### src/rtl/spi_master.sv
// spi_master: single-byte SPI master with SCK idle low, MSB first, and one
// full-duplex 8-bit frame per CS assertion. SIMO changes on SCK rising and
// SOMI is captured on SCK falling.
module spi_master #(
  parameter int HALF_PERIOD = 8,
  parameter int CS_SETUP    = 8,
  parameter int CS_HOLD     = 8,
  parameter int CS_GAP      = 8
) (
  input  logic       clk,
  input  logic       rst_n,
  input  logic       start,
  input  logic [7:0] tx_data,
  output logic       busy,
  output logic       done,
  output logic [7:0] rx_data,
  output logic       SCK,
  output logic       SIMO,
  output logic       CS,
  input  logic       SOMI
);

  // Terminal counts: a state whose length is N ends when cnt reaches N-1.
  localparam logic [15:0] HALF_LAST  = 16'(HALF_PERIOD - 1);
  localparam logic [15:0] SETUP_LAST = 16'(CS_SETUP - 1);
  localparam logic [15:0] HOLD_LAST  = 16'(CS_HOLD - 1);
  localparam logic [15:0] GAP_LAST   = 16'(CS_GAP - 1);

  typedef enum logic [2:0] {
    IDLE,
    SETUP,
    HIGH,
    LOW,
    HOLD,
    GAP
  } state_t;

  state_t      state;
  logic [7:0]  tx_sh;
  logic [7:0]  rx_sh;
  logic [2:0]  bitcnt;
  logic [15:0] cnt;
  logic        somi_q;
  logic        somi_s;

  // Two-flop resynchroniser for the asynchronous SOMI line.
  always_ff @(posedge clk) begin
    if (!rst_n) begin
      somi_q <= 1'b0;
      somi_s <= 1'b0;
    end else begin
      somi_q <= SOMI;
      somi_s <= somi_q;
    end
  end

  // Frame sequencer: drives CS/SCK/SIMO, shifts data, and reports completion.
  always_ff @(posedge clk) begin
    if (!rst_n) begin
      state   <= IDLE;
      tx_sh   <= 8'h00;
      rx_sh   <= 8'h00;
      bitcnt  <= 3'd0;
      cnt     <= 16'd0;
      busy    <= 1'b0;
      done    <= 1'b0;
      rx_data <= 8'h00;
      SCK     <= 1'b0;
      SIMO    <= 1'b0;
      CS      <= 1'b1;
    end else begin
      done <= 1'b0;
      case (state)
        IDLE: begin
          CS   <= 1'b1;
          SCK  <= 1'b0;
          SIMO <= 1'b0;
          if (start) begin
            tx_sh  <= tx_data;
            bitcnt <= 3'd0;
            cnt    <= 16'd0;
            CS     <= 1'b0;
            busy   <= 1'b1;
            state  <= SETUP;
          end
        end

        SETUP: begin
          if (cnt == SETUP_LAST) begin
            cnt   <= 16'd0;
            SCK   <= 1'b1;
            SIMO  <= tx_sh[7];
            tx_sh <= {tx_sh[6:0], 1'b0};
            state <= HIGH;
          end else begin
            cnt <= cnt + 16'd1;
          end
        end

        HIGH: begin
          if (cnt == HALF_LAST) begin
            cnt   <= 16'd0;
            SCK   <= 1'b0;
            rx_sh <= {rx_sh[6:0], somi_s};
            state <= LOW;
          end else begin
            cnt <= cnt + 16'd1;
          end
        end

        LOW: begin
          if (cnt == HALF_LAST) begin
            cnt <= 16'd0;
            if (bitcnt == 3'd7) begin
              state <= HOLD;
            end else begin
              bitcnt <= bitcnt + 3'd1;
              SCK    <= 1'b1;
              SIMO   <= tx_sh[7];
              tx_sh  <= {tx_sh[6:0], 1'b0};
              state  <= HIGH;
            end
          end else begin
            cnt <= cnt + 16'd1;
          end
        end

        HOLD: begin
          if (cnt == HOLD_LAST) begin
            cnt     <= 16'd0;
            CS      <= 1'b1;
            SIMO    <= 1'b0;
            rx_data <= rx_sh;
            done    <= 1'b1;
            state   <= GAP;
          end else begin
            cnt <= cnt + 16'd1;
          end
        end

        GAP: begin
          if (cnt == GAP_LAST) begin
            cnt   <= 16'd0;
            busy  <= 1'b0;
            state <= IDLE;
          end else begin
            cnt <= cnt + 16'd1;
          end
        end

        default: begin
          state <= IDLE;
          cnt   <= 16'd0;
          busy  <= 1'b0;
          CS    <= 1'b1;
          SCK   <= 1'b0;
          SIMO  <= 1'b0;
        end
      endcase
    end
  end

endmodule

### config.mk
export PLATFORM = sky130hd
export DESIGN_NAME = spi_master
export DESIGN_NICKNAME = d
export VERILOG_FILES = /design/src/rtl/spi_master.sv
export SDC_FILE = /design/constraint.sdc
export NUM_CORES = 1
export LEC_CHECK = 0
export BUFFER_PORTS_ARGS = -buffer_cell sky130_fd_sc_hd__buf_2
export CAP_MARGIN = 20
export CORE_AREA = 2 2 78 80
export CTS_BUF_LIST = sky130_fd_sc_hd__clkbuf_4 sky130_fd_sc_hd__clkbuf_8 sky130_fd_sc_hd__clkbuf_16
export DETAILED_ROUTE_END_ITERATION = 8
export DIE_AREA = 0 0 80 82
export PLACE_DENSITY_LB_ADDON = 0.2
export RECOVER_POWER = 100
export SETUP_SLACK_MARGIN = 0.5
export SYNTH_ARGS = -nofsm -noshare
export SYNTH_HDL_FRONTEND = slang
export SYNTH_SLANG_ARGS = --single-unit
### constraint.sdc
create_clock -name clk -period 2.9 [get_ports clk]
set_clock_uncertainty 0.2 [all_clocks]
set_input_delay 0.145 -clock clk [delete_from_list [all_inputs] [get_ports clk]]
set_output_delay 0.145 -clock clk [all_outputs]
set_load 0.005 [all_outputs]
Yosys cells after proc, flatten, opt, wreduce, memory -nomap -nowiden
Index checks and enable logic that the tools add are counted.

Eq/ne operators: 14. Mux-type cells: 34. Reduce and logical (&&, ||, !) cells: 18. Add/sub/neg operators: 2. Bitwise operators: 4.

Operators by type and width (count): 2-to-1 mux 16 bit (2); 2-to-1 mux 8 bit (4); one-hot mux 16 bit (2 select lines) (1); 2-to-1 mux 3 bit (10); one-hot mux 8 bit (3 select lines) (1); one-hot mux 3 bit (6 select lines) (1); adder 16 x 1 -> 16 bit, second input constant (1); equality test 16 x 3 -> 1 bit, second input constant (1); AND reduction 5 bit (3); != test 2 bit, second input constant (7); 2-to-1 mux 1 bit (10); equality test 3 bit, second input constant (3); one-hot mux 1 bit (4 select lines) (2); AND reduction 2 bit (4); OR reduction 4 bit (2); equality test 3 x 2 -> 1 bit, second input constant (2); one-hot mux 1 bit (3 select lines) (2); one-hot mux 3 bit (2 select lines) (1); AND reduction 6 bit (1); OR reduction 5 bit (1); NOT 1 bit (4); AND reduction 4 bit (1); OR reduction 2 bit (2); adder 3 x 1 -> 3 bit, second input constant (1); 5 further kinds (5).

Output and inout bits: 13. Bits in registers: 53. Input port bits: 12. Word-level logic and storage cells: 85.

Longest topological paths before layout
Word-level depth: 4. Mapped depth: 7. Mapped depth without buffers: 6.

Worst setup path after synthesis
No wires, ideal clock.

Kind: flip-flop to flip-flop. Start: register cnt[0]. End: register tx_sh[7]. Stages on the path, launching flop included: 6. Data required time: 2.562 ns. Buffers on the path: 0. Setup time: 0.138 ns. Clock period less this slack: 2.121 ns. Data arrival time: 1.783 ns. Slack: 0.779 ns. Cell sequence: dfxtp_1 > ha_1 > nor4bb_1 > nand4_1 > a221oi_4 > o22ai_1.

Cells in the longest elaborated chain, start to end: 3. Elaborated cells on any way between the ends: 4. Those cells by class: eq/ne: 3; reduce/logical: 1.

Ends and longest elaborated chain: start: declaration (line 42) `logic [15:0] cnt;`; start signal: assignment (line 96) `cnt <= cnt + 16'd1;`; start signal: assignment (line 107) `cnt <= cnt + 16'd1;`; start signal: assignment (line 124) `cnt <= cnt + 16'd1;`; equality test 16 x 3 -> 1 bit (*) (line 89, 112); != test 2 bit (no source line); AND reduction 5 bit (no source line) (*); end signal: assignment (line 79) `tx_sh <= tx_data;`; end signal: assignment (line 93) `tx_sh <= {tx_sh[6:0], 1'b0};`; end signal: assignment (line 120) `tx_sh <= {tx_sh[6:0], 1'b0};`; end: declaration (line 39) `logic [7:0] tx_sh;`.

Every way passes the cells marked *; elsewhere a longest branch is shown, timed or not. A chain may end at the register's enable or synchronous reset.

Final worst setup path
Ends and elaborated chain as after synthesis.

==> impl_metrics.json <==
{
  "synth_cells": 291,
  "postRouteAntennaNets": 0,
  "syn_area_per_cell_um2": 8.56,
  "cpLargestDelayFamily": "simple AND/OR/NAND/NOR gates",
  "status": "finished clean",
  "min_path_type": "in2reg",
  "synth_nets": 306,
  "grt_pass1_wl_mm": 9.38,
  "power.density_nw_per_um2": 476,
  "fill_cells": 567,
  "route.detailed.drc": 0,
  "slew_headroom_pct": 46.5,
  "die_y_um": 82,
  "async_flop_share_pct": 0,
  "wl_mm": 5.54,
  "dr.pass1.iters": 4,
  "crit_buf_inv": 1,
  "worst_pin_slew_ps": 795,
  "synth_cell_types": 52,
  "rsz0062_at_grt": "no",
  "vias": 2205,
  "crit_fanout": 13,
  "synth.most_common_cell": "dfxtp_1",
  "fin_hold_ws_ps": 30.9,
  "critPathKind": "reg2reg",
  "start_util_pct": 43.4,
  "slowest_stage": "and4_1",
  "finalWeightedCongestion": 0.775,
  "path_clk_slew_ps": 90,
  "arrival_ps": 2390,
  "synth.largest_area_cell": "dfxtp_1",
  "cts-root-buf": "clkbuf_8",
  "synthDominantCellAreaShare_pct": 42.6,
  "tns_ps": 0,
  "max_freq_ghz": 0.424,
  "track_usage_pct": 18.1,
  "n_antenna_cell": 0,
  "min_period_ps": 2360,
  "cts_buffers": 5,
  "areaGrowthSynthToFinish_pct": 14.7,
  "grt_pass1_vias": 1980,
  "via_per_inst": 5.61,
  "maxCapViolations": 0,
  "maxSlewViolCount": 0,
  "cts.htree.levels": 2,
  "routedWlPerCell_um": 14.1,
  "grt_overflow": 0,
  "grt_max_degree": 24,
  "io_buffers": 24,
  "crit_required_ps": 2930,
  "antenna_found_initial": 0,
  "synth_commonest_cells": "dfxtp_1, nand2_1, o21ai_0",
  "cts_tree": "yes",
  "timing.final.hold_violations": 0,
  "clock_latency_ps": 300,
  "syn_area_um2": 2490,
  "setup_viol_count_final": 0,
  "worst_path_largest_cell_delay_ps": 540,
  "startpoint_type": "register",
  "dieArea_um2": 6560,
  "crit_chain": "ha_1 > nor4bb_2 > and4_1 > buf_4 > a32oi_1 > o22ai_1",
  "drive_above_1_share_pct": 12.3,
  "pin_count": 25,
  "synth_edf_count": 0,
  "finalCritPeriodShare_pct": 81.3,
  "leakagePower_nw": 1.02,
  "clockBufferDepth": 2,
  "yosysWarnings": 0,
  "synthTopCellsByArea": "dfxtp_1, o21ai_0, nand2_1",
  "final_nets": 332,
  "clock-sinks": 53,
  "ys_ff_latch": 53,
  "fp-row-count": 28,
  "hpwl_mm": 3.68,
  "ys.flop_type": "dfxtp_1",
  "peakVddDrop_mv": 0.219,
  "first_iter_violations": 133,
  "yosysSeqAreaShare_pct": 42.6,
  "core_area_um2": 5750,
  "crit_path_end_kind": "register",
  "dieWidth_um": 80
}
## worst register-to-register path, cell delays in order, from the launching register on
cell and delay, ps:
dfxtp_1 380, ha_1 210, nor4bb_2 370, and4_1 540
buf_4 280, a32oi_1 120, o22ai_1 190
## final timing paths
kind	start	end	slack (ps)	cells past startpoint
worst max-delay path	cnt[0]$_SDFFE_PN0P_	tx_sh[7]$_SDFFE_PN0P_	540	6
worst max register to register	cnt[0]$_SDFFE_PN0P_	tx_sh[7]$_SDFFE_PN0P_	540	6
worst min register to register	somi_q$_SDFF_PN0_	somi_s$_SDFF_PN0_	250	1
worst min-delay path	start	cnt[7]$_SDFFE_PN0P_	30	4
## per-layer routing
layer | track usage (%) | share of wire [%] | vias up
li1 | - | - | 1119
met1 | 25.2 | 50 | 1034
met2 | 27.8 | 45 | 46
met3 | 3.52 | 3.5 | 6
met4 | 6.61 | 1.3 | 0
met5 | 0 | 0 | -
## registers in the layout, summed over array words and instances, names as in the netlist, 3 cells and up
register	flops
rx_data	8
state	3
bitcnt	3
rx_sh	8
tx_sh	8
cnt	16
## where the power goes
| part | switching, mW | internal, mW |
|---|---|---|
| sequential | 0.0122 | 0.741 |
| clock | 0.242 | 0.269 |
| combinational | 0.0526 | 0.0426 |
## cells in the final DEF, fill, tap and decap left out, drive strengths merged, types with 3 or more instances in the layout
cell / synthesis / layout
nand2: 27 / 27
o21ai: 22 / 22
a21o: 4 / 4
nor4b: 3 / 3
nand3: 20 / 20
and2: 5 / 5
xnor2: 6 / 6
nand4: 10 / 10
inv: 4 / 4
nor2: 15 / 15
nor4: 7 / 7
xor2: 3 / 3
clkbuf: 11 / 17
or3: 4 / 4
dlygate4sd3: 0 / 9
buf: 12 / 22
and3: 3 / 3
a21oi: 21 / 21
dfxtp: 53 / 53
nand2b: 4 / 4
o22ai: 7 / 7
ha: 3 / 3
a32oi: 7 / 7
a21boi: 9 / 9
## through the flow
step	worst slack (ps)	instance area (µm²)	utilization, %	cells	power [mW]
after global routing	357	2860	49.7	393	1.41
after CTS	545	2870	49.9	392	1.37
after floorplan	779	2490	-	291	0.827
final	541	2860	49.7	393	1.36
after detailed placement	492	2660	46.3	375	0.856
after global placement	572	2660	46.3	375	0.856
## area by class of cell
type / instances / area [µm²] / area share (%)
clock buffers: 6 / 76.3 / 2.67
multi-input cells: 210 / 1310 / 45.8
repair buffers: 42 / 259 / 9.06
flip-flops and latches: 53 / 1060 / 37.1
well taps: 75 / 93.8 / 3.28
inverters: 5 / 18.8 / 0.657
clock inverters: 2 / 38.8 / 1.36
## logic make-up (layout without fill, tap and decap cells)
kind of cell	Yosys count	in the layout	share of synthesized area (%)
xor gates and xnor gates	9	9	3.16
DFF	53	53	42.6
buffers and inverters	28	55	4.97
adders and majority gates	3	3	1.51
muxes	1	1	0.402
AOI/OAI and AO/OA	87	87	23.2
and+or+nand+nor	110	110	24.1
## what timing repair did
action                     4_1_cts  5_1_grt
resized for setup                1        2
hold endpoints to repair         9        0
gates cloned                     0        0
setup buffers                    0        1
setup endpoints to repair        5       41
hold buffers                     9        0
pin swaps                        0        1
No activity file was read; power rests on OpenSTA's default activity.
